$ cat config.mk
export PLATFORM = sky130hd
export DESIGN_NAME = ftc_serial_sum4_ctrl
export DESIGN_NICKNAME = d
export VERILOG_FILES = /design/src/rtl/ftc_sum4_pkg.sv /design/src/rtl/ftc_serial_sum4_ctrl_ftc.sv /design/src/rtl/ftc_serial_sum4_ctrl.sv
export SDC_FILE = /design/constraint.sdc
export NUM_CORES = 1
export LEC_CHECK = 0
export ABC_CLOCK_PERIOD_IN_PS = 2950
export CORE_UTILIZATION = 42
export CTS_CLUSTER_SIZE = 10
export DETAILED_ROUTE_END_ITERATION = 8
export DONT_BUFFER_PORTS = 1
export GPL_ROUTABILITY_DRIVEN = 0
export GPL_TIMING_DRIVEN = 1
export PLACE_DENSITY = 0.58
export SLEW_MARGIN = 15
export SYNTH_ARGS = -nofsm -noshare
export SYNTH_HDL_FRONTEND = slang
export SYNTH_SLANG_ARGS = --single-unit
$ cat constraint.sdc
create_clock -name clk -period 2.95 [get_ports clk]
set_input_delay 0.295 -clock clk [delete_from_list [all_inputs] [get_ports clk]]
set_output_delay 0.295 -clock clk [all_outputs]
set_load 0.005 [all_outputs]
$ cat src/rtl/ftc_sum4_pkg.sv
`default_nettype none
// ============================================================================
// Module      : ftc_sum4_pkg
// Description : Shared types and helpers for the bit-serial four-operand
//               adder controller (ftc_serial_sum4_ctrl).
//               - state_t   : controller FSM states
//               - col_t     : column counter type sized for DEFAULT_WIDTH
//               - latency() : accept-edge to out_valid edge count
//               - col_width(): column counter width for a given operand width
// Revision    : 1.0 - initial release
// ============================================================================
package ftc_sum4_pkg;

    typedef enum logic [1:0] {
        IDLE     = 2'd0,
        COMPRESS = 2'd1,
        RESOLVE  = 2'd2,
        DONE     = 2'd3
    } state_t;

    localparam int DEFAULT_WIDTH = 8;
    localparam int DEFAULT_COL_W = $clog2(DEFAULT_WIDTH + 2);

    // Column counter must reach WIDTH+1 during RESOLVE.
    typedef logic [DEFAULT_COL_W-1:0] col_t;

    // Rising edges from the accepting edge (inclusive) to the edge that
    // raises out_valid: 1 + (w+1) compress columns + (w+2) resolve columns.
    function automatic int latency(input int w);
        return 2 * w + 4;
    endfunction

    function automatic int col_width(input int w);
        return $clog2(w + 2);
    endfunction

endpackage
`default_nettype wire

$ cat src/rtl/ftc_serial_sum4_ctrl_ftc.sv
`default_nettype none
// ============================================================================
// Module      : ftc_serial_sum4_ctrl_ftc
// Description : Single FTC 5:3 compressor cell with its input multiplexer.
//               Compress mode feeds one operand column plus the lateral carry;
//               resolve mode turns the cell into a full adder (I3=I4=0).
//               Identity: Cin+I1+I2+I3+I4 = S + 2*(C + Cout), and Cout
//               depends only on I1..I3, so it never ripples from Cin.
// Ports       : i_resolve   - 1 selects resolve inputs, 0 compress inputs
//               i_cmp_bits  - compress column bits {d,c,b,a} -> I4..I1
//               i_cmp_cin   - compress lateral carry in
//               i_res_s     - resolve sum-vector bit (I1)
//               i_res_c     - resolve carry-vector bit (I2)
//               i_res_cin   - resolve ripple carry in
//               o_s/o_c/o_cout - cell outputs S, C, Cout
// Revision    : 1.0 - initial release
// ============================================================================
module ftc_serial_sum4_ctrl_ftc
    import ftc_sum4_pkg::*;
(
    input  logic       i_resolve,
    input  logic [3:0] i_cmp_bits,
    input  logic       i_cmp_cin,
    input  logic       i_res_s,
    input  logic       i_res_c,
    input  logic       i_res_cin,
    output logic       o_s,
    output logic       o_c,
    output logic       o_cout
);

    logic w_i1;
    logic w_i2;
    logic w_i3;
    logic w_i4;
    logic w_cin;
    logic w_x;

    always_comb begin
        w_i1  = i_cmp_bits[0];
        w_i2  = i_cmp_bits[1];
        w_i3  = i_cmp_bits[2];
        w_i4  = i_cmp_bits[3];
        w_cin = i_cmp_cin;
        if (i_resolve) begin
            w_i1  = i_res_s;
            w_i2  = i_res_c;
            w_i3  = 1'b0;
            w_i4  = 1'b0;
            w_cin = i_res_cin;
        end
    end

    // First full-adder stage over I1..I3 produces Cout independent of Cin.
    assign w_x    = w_i1 ^ w_i2 ^ w_i3;
    assign o_cout = (w_i1 & w_i2) | (w_i1 & w_i3) | (w_i2 & w_i3);

    // Second stage folds in I4 and Cin.
    assign o_s    = w_x ^ w_i4 ^ w_cin;
    assign o_c    = (w_x & w_i4) | (w_x & w_cin) | (w_i4 & w_cin);

endmodule
`default_nettype wire

$ cat src/rtl/ftc_serial_sum4_ctrl.sv
`default_nettype none
// ============================================================================
// Module      : ftc_serial_sum4_ctrl
// Description : Bit-serial four-operand adder. One shared FTC 5:3 cell first
//               compresses a+b+c+d column by column into sum/carry vectors
//               (COMPRESS, WIDTH+1 cycles), then acts as a serial
//               carry-propagate adder over those vectors (RESOLVE, WIDTH+2
//               cycles). Result is held in DONE until out_ready.
// Ports       : clk, reset_n (synchronous, active-low)
//               in_valid/in_ready, a, b, c, d  - operand handshake
//               out_valid/out_ready, sum       - result handshake
//               busy     - high in COMPRESS or RESOLVE
//               chk_err  - sticky self-check flag
// Options     : FTC_SUM4_SELFCHECK_EN - when defined, a parallel reference
//               sum is registered on accept and compared on DONE entry;
//               otherwise chk_err is tied low.
// Revision    : 1.0 - initial release
// ============================================================================
module ftc_serial_sum4_ctrl
    import ftc_sum4_pkg::*;
#(
    parameter int WIDTH = DEFAULT_WIDTH
) (
    input  logic             clk,
    input  logic             reset_n,
    input  logic             in_valid,
    output logic             in_ready,
    input  logic [WIDTH-1:0] a,
    input  logic [WIDTH-1:0] b,
    input  logic [WIDTH-1:0] c,
    input  logic [WIDTH-1:0] d,
    output logic             out_valid,
    input  logic             out_ready,
    output logic [WIDTH+1:0] sum,
    output logic             busy,
    output logic             chk_err
);

    localparam int               COL_W       = $clog2(WIDTH + 2);
    localparam logic [COL_W-1:0] c_COMP_LAST = COL_W'(WIDTH);
    localparam logic [COL_W-1:0] c_RES_LAST  = COL_W'(WIDTH + 1);
    localparam logic [COL_W-1:0] c_COL_ONE   = COL_W'(1);

    state_t             r_state;
    logic [COL_W-1:0]   r_col;
    logic [WIDTH:0]     r_opa;
    logic [WIDTH:0]     r_opb;
    logic [WIDTH:0]     r_opc;
    logic [WIDTH:0]     r_opd;
    logic [WIDTH:0]     r_svec;
    logic [WIDTH+1:0]   r_cvec;
    logic [WIDTH+1:0]   r_acc;
    logic               r_cout;
    logic               r_carry;
    logic               r_in_ready;
    logic               r_out_valid;
    logic               r_busy;
    logic [WIDTH+1:0]   r_sum;

    logic               w_s;
    logic               w_c;
    logic               w_cout;
    logic               w_accept;
    logic               w_done_entry;
    logic [WIDTH+1:0]   w_sum_next;

    assign w_accept     = (r_state == IDLE) && in_valid;
    assign w_done_entry = (r_state == RESOLVE) && (r_col == c_RES_LAST);
    // Resolve results shift in from the top; after WIDTH+2 columns the
    // first result bit has reached bit 0.
    assign w_sum_next   = {w_s, r_acc[WIDTH+1:1]};

    // Operands and vectors are shift registers read at bit 0, so the cell
    // always sees the current column without a variable-index mux.
    ftc_serial_sum4_ctrl_ftc u_ftc (
        .i_resolve  (r_state == RESOLVE),
        .i_cmp_bits ({r_opd[0], r_opc[0], r_opb[0], r_opa[0]}),
        .i_cmp_cin  (r_cout),
        .i_res_s    (r_svec[0]),
        .i_res_c    (r_cvec[0]),
        .i_res_cin  (r_carry),
        .o_s        (w_s),
        .o_c        (w_c),
        .o_cout     (w_cout)
    );

    always_ff @(posedge clk) begin
        if (!reset_n) begin
            r_state     <= IDLE;
            r_col       <= '0;
            r_opa       <= '0;
            r_opb       <= '0;
            r_opc       <= '0;
            r_opd       <= '0;
            r_svec      <= '0;
            r_cvec      <= '0;
            r_acc       <= '0;
            r_cout      <= 1'b0;
            r_carry     <= 1'b0;
            r_in_ready  <= 1'b1;
            r_out_valid <= 1'b0;
            r_busy      <= 1'b0;
            r_sum       <= '0;
        end else begin
            unique case (r_state)
                IDLE: begin
                    if (w_accept) begin
                        r_opa      <= {1'b0, a};
                        r_opb      <= {1'b0, b};
                        r_opc      <= {1'b0, c};
                        r_opd      <= {1'b0, d};
                        // cvec must start clear: its original top bit ends
                        // up at bit 0 and provides cvec[0]=0.
                        r_svec     <= '0;
                        r_cvec     <= '0;
                        r_cout     <= 1'b0;
                        r_col      <= '0;
                        r_in_ready <= 1'b0;
                        r_busy     <= 1'b1;
                        r_state    <= COMPRESS;
                    end
                end

                COMPRESS: begin
                    r_opa  <= {1'b0, r_opa[WIDTH:1]};
                    r_opb  <= {1'b0, r_opb[WIDTH:1]};
                    r_opc  <= {1'b0, r_opc[WIDTH:1]};
                    r_opd  <= {1'b0, r_opd[WIDTH:1]};
                    // S lands at svec[col], C at cvec[col+1] once all
                    // WIDTH+1 columns have been shifted in.
                    r_svec <= {w_s, r_svec[WIDTH:1]};
                    r_cvec <= {w_c, r_cvec[WIDTH+1:1]};
                    r_cout <= w_cout;
                    if (r_col == c_COMP_LAST) begin
                        r_col   <= '0;
                        r_carry <= 1'b0;
                        r_state <= RESOLVE;
                    end else begin
                        r_col <= r_col + c_COL_ONE;
                    end
                end

                RESOLVE: begin
                    r_svec  <= {1'b0, r_svec[WIDTH:1]};
                    r_cvec  <= {1'b0, r_cvec[WIDTH+1:1]};
                    r_acc   <= w_sum_next;
                    // C and Cout cannot both be 1 with I3=I4=0.
                    r_carry <= w_c | w_cout;
                    if (r_col == c_RES_LAST) begin
                        r_sum       <= w_sum_next;
                        r_busy      <= 1'b0;
                        r_out_valid <= 1'b1;
                        r_state     <= DONE;
                    end else begin
                        r_col <= r_col + c_COL_ONE;
                    end
                end

                DONE: begin
                    if (out_ready) begin
                        r_out_valid <= 1'b0;
                        r_in_ready  <= 1'b1;
                        r_state     <= IDLE;
                    end
                end

                default: begin
                    r_state <= IDLE;
                end
            endcase
        end
    end

    assign in_ready  = r_in_ready;
    assign out_valid = r_out_valid;
    assign busy      = r_busy;
    assign sum       = r_sum;

`ifdef FTC_SUM4_SELFCHECK_EN
    logic [WIDTH+1:0] r_ref;
    logic             r_chk_err;

    always_ff @(posedge clk) begin
        if (!reset_n) begin
            r_ref     <= '0;
            r_chk_err <= 1'b0;
        end else begin
            if (w_accept) begin
                r_ref <= {2'b00, a} + {2'b00, b} + {2'b00, c} + {2'b00, d};
            end
            if (w_done_entry && (w_sum_next != r_ref)) begin
                r_chk_err <= 1'b1;
`ifndef SYNTHESIS
                $error("ftc_serial_sum4_ctrl: serial sum %0d disagrees with reference %0d",
                       w_sum_next, r_ref);
`endif
            end
        end
    end

    assign chk_err = r_chk_err;
`else
    assign chk_err = 1'b0;
`endif

endmodule
`default_nettype wire
==> impl_metrics.tcl <==
set metrics [dict create \
    stdcell_count 471 \
    placed_cells 455 \
    path_max_fanout 6 \
    grt_overflow 0 \
    start_util_pct 44.0 \
    worst_pin_slew_ns 0.737 \
    timing.rr.start "r_state[0]" \
    dr_total_vias 2511 \
    core_mm2 0.00830 \
    crit_start "r_state[0]" \
    rsz0062_at_grt "false" \
    nets 406 \
    yosysSeqAreaShare_pct 44.4 \
    cts_max_path_buffers 2 \
    synth_edf_count 0 \
    seq_area_mm2 0.00162 \
    drive_above_1_share_pct 6.83 \
    antenna_found_initial 0 \
    port_buffers 0 \
    tns_ns 0 \
    rr_endpoint "r_svec[8]" \
    die_x_um 95.2 \
    synth_top_area_share_pct 44.4 \
    ys_warn_count 0 \
    worstPathRequired_ns 3.23 \
    vdd_drop_max_v 0.000396 \
    std_cell_rows 33 \
    cts_resized 0 \
    dp_slack_ns 0.512 \
    status "completed" \
    hold_violations 0 \
    use_met2_pct 25.7 \
    met1_usage_pct 20.1 \
    grt_busiest_layer "met2" \
    cts_sinks 81 \
    synth_nets 418 \
    min_period_ns 2.42 \
    async_reset_ff_share_pct 0 \
    yosysMostFrequentCell "dfxtp_1" \
    post_drt_via_cell_ratio 5.33 \
    hpwl_um 4470 \
    io_pins 50 \
    worstHoldPathCells 1 \
    finalWorstSetupSlack_ns 0.531 \
    dieArea_mm2 0.00907 \
    numCtsBuffers 9 \
    cts-root-buf "clkbuf_8" \
    fmax_mhz 413 \
    die_y_um 95.2 \
    r2r_cells 8 \
    postCtsSetupBuffers 0 \
    cts_hold_buffers 0 \
    drv.max_cap_violation_count 0 \
    finalMaxSlewViolations 0 \
    synth.largest_area_cell "dfxtp_1" \
    netlist_top_cells_area "dfxtp_1, mux2i_1, o211a_1" \
    cts_tree "done" \
    hp-class "in -> reg" \
    worstPathArrival_ns 2.70 \
    finalClockSkew_ns 0.00934 \
    syn_area_mm2 0.00365 \
    clk-insertion-delay-late_ns 0.35 \
    antenna_cells 0 \
    grt_first_pass_wirelength_um 11300 \
    grt_start_max_net_pins 87 \
    detail_route.iter0.violations 64 \
    postRouteAntennaNets 0 \
    grt.total_usage_pct 16.2 \
    cp-end-kind "register" \
    dr.pass1.iters 4 \
    p_total_mw 3.61 \
    synthTopCellsByCount "dfxtp_1, nand2_1, mux2i_1, nor2b_1, o211a_1" \
    holdPathEnd "in_ready" \
    p_per_area_mw_per_mm2 931 \
    grtUsageMet3_pct 4.55 \
    final-setup-viol-count 0 \
    synth_cell_type_count 34 \
    hold-worst-slack_ns 0.0430 \
    fill_cells 801 \
    area_growth_pct 6.10 \
    multiInputGateArea_mm2 0.00185 \
    worstSetupPathType "reg -> reg" \
    postRouteWirelength_um 6870 \
    p_leak_nw 1.57 \
    slew_headroom_pct 50.3 \
    clkTransAtPathRegs_ns 0.08 \
    synth_top_flop_cell "dfxtp_1" \
    grt_pass1_vias 2398 \
    h-tree-depth 3 \
    ys_ff_latch 81 \
    route.detailed.drc 0 \
    cp-start-kind "register" \
    netlist_instances 373 \
    hp-start "reset_n" \
    routedWlPerCell_um 14.6 \
    post-route-period-util_pct 82.0 \
    r2r_slack_ns 0.53 \
    syn_avg_cell_area_um2 9.78 \
]
## where the power goes
group,total [mW],internal (mW),switching (mW),leakage (nW)
combinational,1.25,0.526,0.729,0.805
sequential,1.46,1.33,0.136,0.661
clock,0.887,0.480,0.407,0.107
total,3.61,2.33,1.27,1.57
## cells in the final DEF, fill, tap and decap left out, types with 2 or more instances in the layout
cell type,n
clkbuf_8,9
buf_4,3
bufinv_16,2
o21ai_0,6
fa_1,2
nand3b_1,3
o211a_1,28
nor2b_1,33
nand4_1,2
o22ai_1,2
a21oi_1,6
nand2_1,63
mux2i_1,41
nand2b_1,4
a21boi_0,16
dfxtp_1,81
nor3_4,2
nor2_1,6
ha_1,6
inv_1,8
nand3_1,4
a22oi_1,21
## registers in the layout (all words and copies together), names as in the netlist, 8 cells and up
signal	flops
sum	10
r_cvec	10
r_acc	9
r_opb	8
r_opc	8
r_opd	8
r_opa	8
r_svec	9
## worst max-delay path, stage by stage, from the launching register on
cell,delay (ns)
dfxtp_1,0.38
inv_1,0.08
ha_1,0.28
mux2i_1,0.17
fa_1,0.54
inv_1,0.06
fa_1,0.58
nand4_1,0.08
a21boi_0,0.18
## logic make-up after synthesis
kind of cell | Yosys count | synth area share, %
and+or+nand+nor | 122 | 17.0
AOI/OAI and AO/OA | 84 | 18.3
DFF | 81 | 44.4
muxes | 42 | 11.6
buffers and inverters | 34 | 5.18
adders and majority gates | 9 | 3.50
other | 1 | 0.103
## area by class of cell
class / instances / area share, %
multi-input combinational: 258 / 47.8
sequential: 81 / 41.9
tap: 105 / 3.39
clock buffer: 10 / 3.30
clock inverter: 6 / 2.33
inverter: 8 / 0.775
timing repair buffer: 3 / 0.582
## how the worst max path moves through the flow
stage,cells after the start,end
3_5_place_dp,8,r_svec[8]
5_1_grt,8,r_svec[8]
3_3_place_gp,8,r_svec[8]
4_1_cts,8,r_svec[8]
2_1_floorplan,10,r_svec[8]
6_report,8,r_svec[8]
## stage by stage
stage | utilization, % | area (um2)
6_report | 46.7 | 3870
3_5_place_dp | 44.0 | 3650
2_1_floorplan | - | 3650
3_3_place_gp | 44.0 | 3650
5_1_grt | 46.7 | 3870
4_1_cts | 46.7 | 3870
## layer usage
layer,part of all wire [%],up-vias,wire [um]
met4,1.6,0,110
met5,0,-,0
met1,48,1177,3260
li1,-,1276,-
met3,5.1,10,352
met2,46,48,3140
Power figures use the tool's default switching activity.
